## src/rtl/secuenciador_memoria_instrucciones.sv

```systemverilog
// Instruction-memory sequencer: arbitrates a byte-wide port between a program
// loader and a fetch requester, and assembles big-endian 32-bit fetch words.
module secuenciador_memoria_instrucciones #(
    parameter int ADDR_W        = 8,
    parameter bit LOAD_PRIORITY = 1'b1
) (
    input  logic              clk,
    input  logic              rst,
    input  logic              req_valid,
    output logic              req_ready,
    input  logic [31:0]       req_dir,
    output logic              resp_valid,
    input  logic              resp_ready,
    output logic [31:0]       resp_data,
    output logic              resp_error,
    input  logic              load_valid,
    output logic              load_ready,
    input  logic [31:0]       load_dir,
    input  logic [7:0]        load_byte,
    output logic [ADDR_W-1:0] mem_dir,
    output logic              mem_we,
    output logic [7:0]        mem_wdata,
    input  logic [7:0]        mem_rdata
);

    typedef enum logic [1:0] {
        IDLE,
        LEER,
        ENTREGAR
    } estado_t;

    localparam logic [32:0] MEM_SIZE = 33'd1 << ADDR_W;

    estado_t           estado;
    estado_t           estado_d;
    logic [ADDR_W-1:0] base;
    logic [1:0]        cnt;
    logic [23:0]       word;
    logic              load_sel;
    logic              fetch_sel;
    logic              load_in_range;
    logic              fetch_bad;

    assign load_sel      = (estado == IDLE) && load_valid
                           && (LOAD_PRIORITY || !req_valid);
    assign fetch_sel     = (estado == IDLE) && req_valid && !load_sel;
    assign load_in_range = {1'b0, load_dir} < MEM_SIZE;
    // Anything past the last full word, or not word-aligned, is an error.
    assign fetch_bad     = (req_dir[1:0] != 2'b00)
                           || ({1'b0, req_dir} > MEM_SIZE - 33'd4);

    assign req_ready  = !rst && fetch_sel;
    assign load_ready = !rst && load_sel;
    assign mem_we     = !rst && load_sel && load_in_range;
    assign resp_valid = (estado == ENTREGAR);

    always_comb begin
        mem_dir   = '0;
        mem_wdata = 8'h00;
        if (load_sel) begin
            mem_dir   = load_dir[ADDR_W-1:0];
            mem_wdata = load_byte;
        end else if (estado == LEER) begin
            mem_dir = base + ADDR_W'(cnt);
        end
    end

    always_comb begin
        estado_d = estado;
        unique case (estado)
            IDLE: begin
                if (fetch_sel) begin
                    estado_d = fetch_bad ? ENTREGAR : LEER;
                end
            end
            LEER: begin
                if (cnt == 2'd3) begin
                    estado_d = ENTREGAR;
                end
            end
            ENTREGAR: begin
                if (resp_ready) begin
                    estado_d = IDLE;
                end
            end
            default: estado_d = IDLE;
        endcase
    end

    always_ff @(posedge clk or posedge rst) begin
        if (rst) begin
            estado <= IDLE;
        end else begin
            estado <= estado_d;
        end
    end

    always_ff @(posedge clk or posedge rst) begin
        if (rst) begin
            base       <= '0;
            cnt        <= 2'd0;
            word       <= 24'h0;
            resp_data  <= 32'h0;
            resp_error <= 1'b0;
        end else if (fetch_sel) begin
            base <= req_dir[ADDR_W-1:0];
            cnt  <= 2'd0;
            if (fetch_bad) begin
                resp_data  <= 32'h0;
                resp_error <= 1'b1;
            end
        end else if (estado == LEER) begin
            word <= {word[15:0], mem_rdata};
            cnt  <= cnt + 2'd1;
            if (cnt == 2'd3) begin
                resp_data  <= {word, mem_rdata};
                resp_error <= 1'b0;
            end
        end
    end

endmodule

```

## config.mk

```make
export PLATFORM = sky130hd
export DESIGN_NAME = secuenciador_memoria_instrucciones
export DESIGN_NICKNAME = d
export VERILOG_FILES = /design/src/rtl/secuenciador_memoria_instrucciones.sv
export SDC_FILE = /design/constraint.sdc
export NUM_CORES = 1
export LEC_CHECK = 0
export BUFFER_PORTS_ARGS = -buffer_cell sky130_fd_sc_hd__buf_2
export CORE_MARGIN = 3
export CORE_UTILIZATION = 47
export DETAILED_ROUTE_END_ITERATION = 6
export PLACE_DENSITY = 0.79
export SETUP_SLACK_MARGIN = 0.3
export SYNTH_ARGS = -nofsm -noshare
export SYNTH_HDL_FRONTEND = slang
export SYNTH_SLANG_ARGS = --single-unit
```

## constraint.sdc

```tcl
create_clock -name clk -period 2.7 [get_ports clk]
set_clock_uncertainty 0.15 [all_clocks]
set_input_delay 0.135 -clock clk [delete_from_list [all_inputs] [get_ports clk]]
set_output_delay 0.135 -clock clk [all_outputs]
set_load 0.01 [all_outputs]
```

# [After elaboration in Yosys (flattened, before gate mapping)]
# Index checks and enable logic that the tools add are counted.
# Widths: inputs -> output; s select.
[word_totals] reg_bits=69 input_bits=85 out_inout_bits=53 wordCells=52
[classes] n_addsub=2 magnitude_cmp=2 eq_ne=7 muxes=18 bitwise_logic=1 n_reduce_logical=16
[op_table] op="$mux 32" n=4
[op_table] op="$gt 32x8->1 const B" n=1
[op_table] op="$lt 32x9->1 const B" n=1
[op_table] op="$mux 8" n=3
[op_table] op="$mux 2" n=6
[op_table] op="$add 8x2->8" n=1
[op_table] op="$logic_and 1x1->1" n=6
[op_table] op="$ne 2x1->1 const B" n=3
[op_table] op="$pmux 2 s3" n=1
[op_table] op="$reduce_and 3->1" n=2
[op_table] op="$reduce_bool 2->1" n=3
[op_table] op="$eq 2x2->1 const B" n=2
[op_table] op="$mux 1" n=4
[op_table] op="$add 2x1->2 const B" n=1
[op_table] op="$eq 2x1->1 const B" n=1
[op_table] op="$logic_not 1->1" n=2
[op_table] op="$logic_not 2->1" n=1
[op_table] op="$ne 2x2->1 const B" n=1
[op_table] op="$reduce_and 2->1" n=1
[op_table] op="$logic_or 1x1->1" n=1
[op_table] op="$not 1->1" n=1

# [Longest topological paths before layout]
[depth] ltp_word=6 mapped_depth=6 mapped_depth_nobuf=5

# [Least setup slack after synthesis]
# Ideal clock, no wire load.
[synth_timing] kind="input port to output port" startpoint="input port rst" endpoint="output port mem_we" t_arrival_ps=2013 slack_ps=402 cell_stages=3 path_buffers=0 path_cell_list="inv_1 -> nand4_1 -> nor2_1"
[synth_via] elab_chain_len=3
[synth_lines] element="from (decl)" line_no="8" rtl="input logic rst,"
[synth_lines] element="$logic_not 1->1 (no source line)"
[synth_lines] element="$logic_and 1x1->1 (2 in a row)" line_no="54" rtl="assign mem_we = !rst && load_sel && load_in_range;"
[synth_lines] element="to (decl)" line_no="21" rtl="output logic mem_we,"
# No other way between the ends.

# [Worst setup path in the final report]
[layout_timing] startpoint="register cnt[0]" endpoint="output port mem_dir[6]"
[layout_via] elab_chain_len=3
[layout_lines] element="from (decl)" line_no="37" rtl="logic [1:0] cnt;"
[layout_lines] element="from (signal assigned)" line_no="114" rtl="cnt <= cnt + 2'd1;"
[layout_lines] element="$add 8x2->8" line_no="64" rtl="mem_dir = base + ADDR_W'(cnt);"
[layout_lines] element="$mux 8" line_no="63" rtl="end else if (estado == LEER) begin"
[layout_lines] element="$mux 8" line_no="60" rtl="if (load_sel) begin"
[layout_lines] element="to (decl)" line_no="20" rtl="output logic [ADDR_W-1:0] mem_dir,"
# No other way between the ends.

==> summary.txt <==
STA
  • WHS: 0.00799 ns
  • RSZ-0062 raised after global routing: false
  • Rel. slew slack: 0.580
  • Setup tns final: 0 ns
  • Final Hold Fails: 0
  • Final slew viol count: 0
  • Period utilization: 0.842
  • Maximum operating frequency: 0.440 GHz
  • Final number of setup-violating endpoints: 0
  • Post-layout min period: 2.27 ns
  • Actual slew at the worst max-slew pin: 0.628 ns

Finish
  • Diodes inserted: 0
  • Fin area: 4250 µm²
  • Share of cells above drive strength 1: 0.318
  • Layout Area Growth over Synthesis: 35.3%
  • Fin nets: 600

Synthesis
  • Main combinational cell family by area after synthesis: simple AND/OR/NAND/NOR gates
  • Post-synthesis adder-cell area fraction: 0.0183
  • Yosys reg bits: 69
  • Portion of netlist area occupied by mux cells: 0
  • EDFF count, synth: 0
  • Sequential area share after synthesis: 0.550
  • Area fraction of the dominant cell type after synthesis: 0.550
  • Area leader, netlist: dfrtp_1
  • Mapped Nets: 451
  • Compound-Gate Fraction of Synth Area: 0.0837
  • Main synth FF type: dfrtp_1
  • Synth async-reset ratio: 1.00
  • Syn avg cell area: 8.67 µm²
  • Post-synthesis simple-gate area fraction: 0.291
  • Synthesized instance count: 362
  • Synth Warn #: 0
  • Cell variety after synth: 31
  • Xor/xnor share of the synthesized area: 0.0167
  • Mapped cell area: 3140 µm²
  • Ranking of synthesized cells by area: dfrtp_1 55%, nand2_1 20%, o21ai_0 4.9%

Worst hold path
  • Hold path endpoint: estado[0]$_DFFE_PP0P_
  • Worst hold path depth: 4
  • Min-Delay Path Class: in -> reg
  • Hold Path Origin: req_dir[25]

Worst setup path
  • Worst Path Required: 2.41 ns
  • Worst r2r dst: resp_data[11]$_DFFE_PP0P_
  • Critical path class: reg -> out
  • CP Capture Type: primary output
  • R2r startpoint: estado[0]$_DFFE_PP0P_
  • Crit path max fanout: 4
  • Cell Chain, Critical Path: ha_1 > fa_1 > nand3_1 > xor2_1 > o21ai_0 > buf_2
  • Slowest-stage cell, CP: fa_1
  • R2R Setup Slk: 0.73 ns
  • CP peak stage delay: 0.44 ns
  • Crit path DAT: 1.99 ns
  • Worst reg2reg path depth: 5
  • CP Launch Type: flip-flop

Clock network
  • Clock sinks: 69
  • Worst-Skew Late Latency: 0.34 ns
  • Clock buffer depth: 2
  • CTS buffer count: 9
  • Clk slew on worst S/H paths: 0.07 ns
  • Root buf cell: clkbuf_8
  • Setup repair bufs after CTS: 0
  • TritonCTS clock tree: done
  • Max H-tree Level: 3

Flow run
  • Max Cap Viol: 0

Route
  • Via count: 3022
  • WL final: 8480 µm
  • 1st-pass router iterations: 4
  • Initial DRC Count: 170
  • Remaining DRCs: 0
  • Antenna Violating Nets Remaining: 0
  • Post-DR wirelength/cell: 14.3 µm
  • DR vias/cell: 5.10

Placement
  • Port Buf Inserts: 137
  • Detailed placement HPWL: 5700 µm
  • Global placement routability congestion: 0.794
  • Area post-placement: 3860 µm²

Status
  • Status: completed

Floorplan
  • Row Count: 29
  • Die Area: 7690 µm²
  • Core Box Area: 6420 µm²
  • Die extent in y: 87.7 µm
  • Die X: 87.7 µm
  • Effective utilization at floorplan: 0.489
  • Ports: 138

Global route
  • Overflow after GRT: 0
  • Initial antenna violation count: 0
  • First-pass GRT wire length: 13700 µm
  • Vias in the first global route: 2963
  • Largest net degree at the start of global routing: 43
  • Tot GR Track Use: 0.229

Pwr
  • PD cells: 523 nW/µm²
  • Max VDD drop: 0.294 mV
  • Leak pwr: 2.28 nW
## logic make-up (layout without fill, tap and decap cells)
logic type	Yosys count	count (layout)
AOI/OAI and AO/OA	47	47
adders and majority gates	4	4
xor gates and xnor gates	6	6
and+or+nand+nor	212	212
DFF	69	69
buffers and inverters	24	178
## layout by cell type, fill, tap and decap left out, types with 2 or more instances in the layout
master,n
nand2_1,168
buf_2,137
dfrtp_1,69
o21ai_0,31
dlygate4sd3_1,18
nor4_1,12
and3_1,10
clkbuf_8,10
o21ai_1,9
nand3_1,4
xor2_1,4
buf_4,4
nor2_1,3
nand4_1,3
ha_1,3
clkinv_4,3
and2_1,2
nor2b_1,2
nand4b_1,2
xnor2_1,2
a22o_1,2
## sequential cells by signal, summed over array words and instances (netlist names)
name / flops
cnt: 2
word: 24
resp_error: 1
resp_data: 32
estado: 2
base: 8
## Yosys cell counts, drive strengths merged (2+ instances only)
cell type / instances
dfrtp: 69
inv: 2
clkbuf: 12
a22o: 2
nor2b: 3
nand4b: 2
nor4: 12
xor2: 4
buf: 10
and3: 10
nand2: 169
ha: 3
o21ai: 40
nor2: 4
nand4: 3
and2: 2
nand3: 4
xnor2: 2
## stage by stage
| stage | total power (W) | util | instances | setup WS, ns |
|---|---|---|---|---|
| detailed placement | 0.00136 | 0.600 | 559 | 0.683 |
| finish | 0.00222 | 0.661 | 593 | 0.427 |
| global route | 0.00233 | 0.661 | 593 | 0.330 |
| global placement | 0.00135 | 0.600 | 559 | 0.761 |
| floorplan | 0.00125 | - | 362 | 0.402 |
| CTS | 0.00223 | 0.661 | 593 | 0.313 |
## worst max path at each step
stage,from,to,slack (ns),depth (start not counted)
after floorplan,rst,mem_we,0.40,3
after global placement,estado[1]$_DFFE_PP0P_,mem_we,0.76,5
after detailed placement,estado[1]$_DFFE_PP0P_,mem_we,0.68,5
after CTS,estado[1]$_DFFE_PP0P_,mem_we,0.31,5
after global routing,cnt[0]$_DFFE_PP0P_,mem_dir[6],0.33,6
final,cnt[0]$_DFFE_PP0P_,mem_dir[6],0.43,6
## area by class of cell
cell class	count	area, µm²
clock buffer	10	138
clock inverter	6	70.1
fill	547	2180
inverter	2	7.51
multi-input combinational	269	1290
sequential	69	1730
tap	77	96.3
timing repair buffer	160	916
## where the power goes
group / total, W / internal, W / switching, W
registers: 0.00112 / 0.00107 / 0.0000422
logic: 0.000243 / 0.000120 / 0.000123
clock network: 0.000864 / 0.000458 / 0.000406
total: 0.00222 / 0.00165 / 0.000571
## metal layers
layer,up-vias,track usage,part of all wire
met5,-,0,0
met4,0,0.112,0.030
met3,24,0.0470,0.061
met2,116,0.379,0.48
met1,1402,0.288,0.42
li1,1480,-,-
## worst max-delay path, delay by kind of cell, from the launching register on
kind	cells	cell delay (ns)
AND/OR/NAND/NOR	1	0.13
adder cells (fa/ha/maj)	2	0.66
buffers and inverters	1	0.18
XOR/XNOR	1	0.07
AO/OA/AOI/OAI	1	0.19
flip-flops	1	0.41
## what timing repair did
action / 4_1_cts / 5_1_grt
gates resized for setup: 0 / 1
endpoints found under the setup margin: 0 / 9
hold buffers: 18 / 0
endpoints found under the hold margin: 52 / 0
No activity file was read; power rests on OpenSTA's default activity.
